### config.mk
export PLATFORM = sky130hd
export DESIGN_NAME = reply_cnt_check
export DESIGN_NICKNAME = d
export VERILOG_FILES = /design/src/rtl/reply_cnt_check.sv
export SDC_FILE = /design/constraint.sdc
export NUM_CORES = 1
export LEC_CHECK = 0
export BUFFER_PORTS_ARGS = -buffer_cell sky130_fd_sc_hd__buf_4
export CAP_MARGIN = 20
export CORE_UTILIZATION = 50
export DETAILED_ROUTE_END_ITERATION = 10
export PLACE_DENSITY = 0.7
export SYNTH_ARGS = -nofsm -noshare
export SYNTH_HDL_FRONTEND = slang
export SYNTH_SLANG_ARGS = --single-unit
### constraint.sdc
create_clock -name clk -period 4.8 [get_ports clk]
set_clock_uncertainty 0.1 [all_clocks]
set_input_delay 0.48 -clock clk [delete_from_list [all_inputs] [get_ports clk]]
set_output_delay 0.48 -clock clk [all_outputs]
set_load 0.02 [all_outputs]
### src/rtl/reply_cnt_check.sv
`default_nettype none
// ============================================================================
// Module   : reply_cnt_check
// Brief    : Count-reply self-test master: sends request byte N over UART TX,
//            then checks that bytes 0..E-1 come back on UART RX in order.
//            Optional `ERR_CAPTURE_EN adds err_index/err_byte capture ports.
// Revision : 1.0 - initial release
// ============================================================================
module reply_cnt_check #(
    parameter int              TO_W           = 24,
    parameter logic [TO_W-1:0] TIMEOUT_CYCLES = 24'd1000000
) (
    input  logic       clk,
    input  logic       reset,
    input  logic       activate,
    input  logic [7:0] req_count,
    output logic       done,
    output logic       pass,
    output logic       err_mismatch,
    output logic       err_timeout,
    output logic [7:0] rx_cnt,
    input  logic       tx_done,
    input  logic       tx_active,
    output logic [7:0] tx_data,
    output logic       tx_start,
    input  logic       rx_ready,
    input  logic [7:0] rx_data
`ifdef ERR_CAPTURE_EN
    ,
    output logic [7:0] err_index,
    output logic [7:0] err_byte
`endif
);

    localparam logic [TO_W-1:0] c_TO_LAST = TIMEOUT_CYCLES - 1'b1;

    typedef enum logic [1:0] {
        S_IDLE = 2'd0,
        S_SEND = 2'd1,
        S_RECV = 2'd2,
        S_DONE = 2'd3
    } state_t;

    state_t          r_state;
    logic [7:0]      r_req;
    logic [7:0]      r_exp;
    logic [TO_W-1:0] r_to_cnt;
    logic            r_rx_ready_q;
    logic            r_tx_sent;
    logic            w_byte_edge;
    logic            w_unused;

    assign w_byte_edge = rx_ready & ~r_rx_ready_q;
    assign w_unused    = tx_done;

    always_ff @(posedge clk) begin
        if (!reset) begin
            r_state      <= S_IDLE;
            r_req        <= 8'd0;
            r_exp        <= 8'd0;
            r_to_cnt     <= '0;
            r_rx_ready_q <= 1'b0;
            r_tx_sent    <= 1'b0;
            done         <= 1'b0;
            pass         <= 1'b0;
            err_mismatch <= 1'b0;
            err_timeout  <= 1'b0;
            rx_cnt       <= 8'd0;
            tx_data      <= 8'd0;
            tx_start     <= 1'b0;
`ifdef ERR_CAPTURE_EN
            err_index    <= 8'd0;
            err_byte     <= 8'd0;
`endif
        end else begin
            r_rx_ready_q <= rx_ready;
            tx_start     <= 1'b0;
            case (r_state)
                S_IDLE: begin
                    done         <= 1'b0;
                    pass         <= 1'b0;
                    err_mismatch <= 1'b0;
                    err_timeout  <= 1'b0;
                    tx_data      <= 8'd0;
                    r_to_cnt     <= '0;
                    r_tx_sent    <= 1'b0;
                    if (activate && !rx_ready) begin
                        r_req   <= req_count;
                        r_exp   <= (req_count == 8'd0) ? 8'd1 : req_count;
                        rx_cnt  <= 8'd0;
                        r_state <= S_SEND;
`ifdef ERR_CAPTURE_EN
                        err_index <= 8'd0;
                        err_byte  <= 8'd0;
`endif
                    end
                end
                // Two-phase send keeps the tx_start pulse entirely inside SEND.
                S_SEND: begin
                    if (r_tx_sent) begin
                        r_tx_sent <= 1'b0;
                        r_to_cnt  <= '0;
                        r_state   <= S_RECV;
                    end else if (!tx_active) begin
                        tx_data   <= r_req;
                        tx_start  <= 1'b1;
                        r_tx_sent <= 1'b1;
                    end
                end
                S_RECV: begin
                    if (w_byte_edge) begin
                        if (rx_data != rx_cnt) begin
                            err_mismatch <= 1'b1;
                            done         <= 1'b1;
                            pass         <= 1'b0;
                            r_state      <= S_DONE;
`ifdef ERR_CAPTURE_EN
                            err_index    <= rx_cnt;
                            err_byte     <= rx_data;
`endif
                        end else begin
                            rx_cnt   <= rx_cnt + 8'd1;
                            r_to_cnt <= '0;
                            if ((rx_cnt + 8'd1) == r_exp) begin
                                done    <= 1'b1;
                                pass    <= 1'b1;
                                r_state <= S_DONE;
                            end
                        end
                    end else if (r_to_cnt == c_TO_LAST) begin
                        err_timeout <= 1'b1;
                        done        <= 1'b1;
                        pass        <= 1'b0;
                        r_state     <= S_DONE;
                    end else begin
                        r_to_cnt <= r_to_cnt + 1'b1;
                    end
                end
                S_DONE: begin
                    if (!activate && !rx_ready && !tx_active) begin
                        done         <= 1'b0;
                        pass         <= 1'b0;
                        err_mismatch <= 1'b0;
                        err_timeout  <= 1'b0;
                        r_state      <= S_IDLE;
                    end
                end
                default: r_state <= S_IDLE;
            endcase
        end
    end

endmodule
`default_nettype wire

Word-level counts from Yosys, hierarchy flattened
Cells that the tools add are included.
W data, S select, Z words.
{"block": "word_totals", "ff_bits": 65, "ram_bits": 0, "word_cells": 97, "rom_bits": 0, "memories": 0, "inputBits": 22, "latch_bits": 0}
{"block": "classes", "n_addsub": 2, "magnitude_cmp": 0, "shifts": 0, "mul": 0, "mux": 39, "eq_ne": 20, "bitwise": 2, "div": 0, "n_reduce_logical": 21}
{"operator": "$mux W24", "n": 4}
{"operator": "$pmux W24 S3", "n": 1}
{"operator": "$mux W8", "n": 6}
{"operator": "$pmux W8 S2", "n": 2}
{"operator": "$add A24 B1 Y24 const B", "n": 1}
{"operator": "$eq A24 B20 Y1 const B", "n": 1}
{"operator": "$ne A2 B2 Y1 const B", "n": 10}
{"operator": "$reduce_and A4 Y1", "n": 5}
{"operator": "$mux W2", "n": 7}
{"operator": "$mux W1", "n": 13}
{"operator": "$pmux W1 S3", "n": 4}
{"operator": "$ne A3 B3 Y1 const B", "n": 3}
{"operator": "$add A8 B1 Y8 const B", "n": 1}
{"operator": "$eq A8 B8 Y1", "n": 1}
{"operator": "$logic_not A8 Y1", "n": 1}
{"operator": "$ne A8 B8 Y1", "n": 1}
{"operator": "$pmux W2 S4", "n": 1}
{"operator": "$reduce_bool A3 Y1", "n": 2}
{"operator": "$reduce_and A5 Y1", "n": 1}
{"operator": "$eq A2 B2 Y1 const B", "n": 2}
{"operator": "$ne A4 B4 Y1 const B", "n": 1}
{"operator": "$reduce_and A2 Y1", "n": 2}
{"operator": "$reduce_bool A2 Y1", "n": 2}
{"operator": "$logic_and A1 B1 Y1", "n": 3}
{"operator": "other kinds (7)", "n": 9}

Depth between registers and ports, before layout
{"block": "depth", "depth_word": 6, "ltp_mapped": 10, "ltp_nobuf": 8}

Least setup slack after synthesis
Ideal clock, no wire load.
{"block": "synth_path", "path_type": "reg2reg", "from": "reg rx_cnt[0]", "to": "reg r_state[1]", "period_less_slack_ns": 2.450, "setup_time_ns": 0.064, "setup_slack_ns": 2.350, "stages_incl_launch_ff": 8, "path_buffers": 1, "arrival_ns": 2.286, "cell_sequence": "dfxtp_1 -> ha_1 -> clkbuf_8 -> a21boi_1 -> or4b_1 -> a311o_1 -> or4_1 -> nand4_1"}
{"block": "synth_via", "elab_chain_cells": 4, "elab_cells_between_ends": 8, "cone_classes": "add/sub (1); eq/ne (3); mux (3); reduce/logical (1)"}
{"item": "start: declaration", "line": "21", "rtl": "output logic [7:0] rx_cnt,"}
{"item": "start signal: assignment", "line": "122", "rtl": "rx_cnt <= rx_cnt + 8'd1;"}
{"item": "$add A8 B1 Y8 or $ne A8 B8 Y1 (tied branches)", "line": "124, 112"}
{"item": "$eq A8 B8 Y1 or $mux W2 (tied branches)", "line": "124, 112"}
{"item": "$ne A4 B4 Y1 (no source line) or $mux W2 (tied branches)"}
{"item": "$reduce_and A5 Y1 (no source line) or $pmux W2 S4 (tied branches)"}
{"item": "end signal: assignment", "line": "127", "rtl": "r_state <= S_DONE;"}
{"item": "end signal: assignment", "line": "134", "rtl": "r_state <= S_DONE;"}
{"item": "end signal: assignment", "line": "145", "rtl": "r_state <= S_IDLE;"}
{"item": "end: declaration", "line": "44", "rtl": "state_t r_state;"}
Parallel ways exist; a longest one is shown, timed or not.
A chain may end at the register's enable or synchronous reset.

Final worst setup path
{"block": "layout_path", "from": "reg rx_cnt[2]", "to": "reg r_to_cnt[19]"}
{"block": "layout_via", "elab_chain_cells": 3}
{"item": "$ne A8 B8 Y1", "line": "112", "rtl": "if (rx_data != rx_cnt) begin"}
{"item": "$ne A3 B3 Y1 (no source line)"}
{"item": "$reduce_and A4 Y1 (no source line)"}
{"item": "end signal: assignment", "line": "136", "rtl": "r_to_cnt <= r_to_cnt + 1'b1;"}
{"item": "end: declaration", "line": "47", "rtl": "logic [TO_W-1:0] r_to_cnt;"}
No other way between the ends.

==> impl_metrics.py <==
metrics = {
    "flow_run": {
        "drv_cap": 0,
    },
    "floorplan": {
        "rows": 29,
        "initial_core_util_pct": 52.5,
        "io_pins": 43,
        "die_w_um": 84.1,
        "coreArea_um2": 6420,
        "die_h_um": 84.1,
        "die-area_um2": 7080,
    },
    "synth": {
        "syn_area_per_cell_um2": 8.22,
        "netlist_area_um2": 3370,
        "synth_seq_cells": 65,
        "synth_flop_cell": "dfxtp_1",
        "seq_area_frac_synth_pct": 38.6,
        "synthCells": 410,
        "synth.area.top_cells": "dfxtp_1 39%, a21oi_1 5.6%, nand2_1 5.6%, or3_1 3.3%, o21ai_0 3.3%",
        "yosysWarnings": 0,
        "synth_edf_count": 0,
        "async_flop_share_pct": 0,
        "synth_cell_types": 60,
        "yosysTopAreaCellShare_pct": 38.6,
        "yosysTopAreaCell": "dfxtp_1",
        "syn_nets": 440,
    },
    "placement": {
        "hpwl_mm": 5.46,
        "port_buffers": 41,
        "gp_congestion": 0.819,
    },
    "global_route": {
        "grt_remaining_overflow": 0,
        "grt_pass1_vias": 2757,
        "grt_pass1_wl_mm": 12.4,
        "grt_max_degree": 28,
        "grtUsageTotal_pct": 21.8,
        "antenna_found_initial": 0,
    },
    "clock_network": {
        "cts_resized": 0,
        "h-tree-depth": 3,
        "cts_root_buffer": "clkbuf_8",
        "cts.clk_slew.worst_paths_ns": 0.08,
        "holdBufCountCts": 0,
        "cts_made_buffers": 9,
        "tritoncts": "built",
        "cts.sinks": 65,
        "cts_buffer_depth": 2,
        "cts_setup_buffers": 0,
        "clk_latency_ns": 0.35,
    },
    "run_status": {
        "status": "complete, no violations",
    },
    "detailed_routing": {
        "via_per_inst": 5.90,
        "drt_wl_total_mm": 7.57,
        "ant_nets": 0,
        "dr.pass1.iters": 4,
        "vias": 3097,
        "wire_per_inst_um": 14.4,
        "route.detailed.drc": 0,
        "drt_iter0_drc": 92,
    },
    "critical_path": {
        "crit_type": "reg2reg",
        "r2r_cells": 6,
        "crit_chain": "xnor2_1, nand4_1, o211ai_2, nand4_1, or4_1, a21oi_1",
        "reg2reg_from": "rx_cnt[2]",
        "crit_cells": 6,
        "crit_fanout": 20,
        "cp-startpoint": "rx_cnt[2]",
        "slowest_delay_ns": 0.69,
        "critical_path.endpoint": "r_to_cnt[19]",
        "crit_path_frequent_cell": "nand4_1",
        "reg2reg_setup_slack_ns": 1.85,
        "cpLargestDelayFamily": "simple AND/OR/NAND/NOR gates",
        "arrival_ns": 3.13,
        "path_buf_inv": 0,
        "end_kind": "register",
        "critPathSlowestCell": "or4_1",
        "required_ns": 4.97,
        "rr_endpoint": "r_to_cnt[19]",
        "start_kind": "register",
    },
    "layout": {
        "drive_above_1_share_pct": 15.8,
        "nets": 473,
        "fin_util_pct": 60.5,
        "diodes": 0,
        "syn_to_final_growth_pct": 15.2,
    },
    "pwr": {
        "p_per_area_nw_per_um2": 362,
        "p_total_mw": 1.41,
        "p_comb_share_pct": 23.5,
        "clkPwrFrac_pct": 33.8,
        "swShare_pct": 33.6,
        "ir_worst_vdd_mv": 0.219,
        "p_leak_nw": 1.40,
        "power_frac_seq_pct": 42.7,
        "p_switching_mw": 0.472,
        "internal_power_mw": 0.933,
    },
    "timing": {
        "finalSetupViolCount": 0,
        "rsz0062_at_grt": "false",
        "setup_tns_ns": 0,
        "worstMarginPinSlew_ns": 0.815,
        "whs_ns": 0.308,
        "slew_viol_final": 0,
        "fmaxAchievable_mhz": 338,
        "finalHoldViolCount": 0,
        "slew_headroom_pct": 45.3,
        "min_period_ns": 2.95,
        "finalCritPeriodShare_pct": 61.6,
    },
    "hold_path": {
        "worstHoldPathType": "in2reg",
    },
}
==> how the worst min path moves through the flow <==
stage | slack, ns | depth (start not counted) | end | from
4_1_cts | 0.30 | 2 | r_rx_ready_q | rx_ready
3_5_place_dp | 0.35 | 2 | r_req[6] | r_req[6]
2_1_floorplan | 0.34 | 2 | r_req[3] | r_req[3]
6_report | 0.31 | 3 | r_req[0] | req_count[0]
5_1_grt | 0.33 | 2 | r_rx_ready_q | rx_ready
3_3_place_gp | 0.35 | 2 | r_req[5] | r_req[5]
==> power by group through the flow <==
stage	clock network [mW]	registers [mW]	logic [mW]
final	0.475	0.600	0.331
after detailed placement	0	0.612	0.331
after global placement	0	0.612	0.325
after floorplan	0	0.613	0.233
after global routing	0.504	0.604	0.372
after CTS	0.481	0.599	0.332
==> worst reg2reg max path: stages (launching register included) <==
cell and delay (ns):
dfxtp_1 0.58, xnor2_1 0.23, nand4_1 0.20, o211ai_2 0.34, nand4_1 0.59, or4_1 0.69
a21oi_1 0.15
==> per-stage QoR <==
step                      setup WS [ns]  std cells  area, um2
after floorplan                    2.35        410       3370
after global placement             1.83        509       3680
after detailed placement           1.77        509       3680
after CTS                          1.84        525       3880
after global routing               1.60        525       3880
final                              1.85        525       3880
==> placed cells by master, fill, tap and decap left out, types with 4 or more instances in the layout <==
cell	instances
or4_1	5
nor2_1	25
and4_1	4
dfxtp_1	65
a31oi_1	4
o211ai_1	4
clkbuf_8	9
xor2_1	6
a21boi_0	11
and3_1	4
nor4_1	5
or3_1	18
nand2_1	50
and2_1	4
a21oi_1	38
nand3_1	14
xnor2_1	12
inv_1	11
nor3_1	8
buf_4	43
nor2b_1	4
o21ai_0	22
ha_1	8
nand4_1	13
a22o_1	7
==> kinds of logic after synthesis <==
| logic type | synth area share, % |
|---|---|
| and+or+nand+nor | 27.2 |
| AOI/OAI and AO/OA | 21.0 |
| DFF | 38.6 |
| buffers and inverters | 4.71 |
| xor gates and xnor gates | 4.68 |
| adders and majority gates | 2.97 |
| muxes | 0.891 |
==> routing by layer <==
layer	GRT usage [%]	vias to the layer above	routed length, um
li1	-	1566	-
met1	26.1	1464	3380
met2	37.4	56	3850
met3	4.45	11	249
met4	10.2	0	91
met5	0	-	0
==> Yosys cell counts, drive strengths merged (5+ instances only) <==
master   n
and2     6
o211ai   5
and3     5
nand2   50
or4      5
nor4     7
and4     5
o21ai   23
a21boi  12
inv     11
or3     18
nor3     8
nor2    25
nand4   13
dfxtp   65
a22o     7
xor2     6
xnor2   12
nand3   14
clkbuf  14
ha       8
a21oi   39
buf      7
==> area by class of cell <==
type	count	area (um2)
fillers	610	2540
multi-input cells	312	1920
flip-flops and latches	65	1300
repair buffers	43	323
clock buffers	9	124
well taps	77	96.3
clock inverters	7	77.6
inverters	12	45.0
==> flip-flops by register name, summed over array words and instances (netlist names), 2 cells and up <==
signal / count
r_to_cnt: 24
r_exp: 8
r_req: 8
rx_cnt: 8
r_state: 2
tx_data: 8
(Power assumes the default switching activity.)
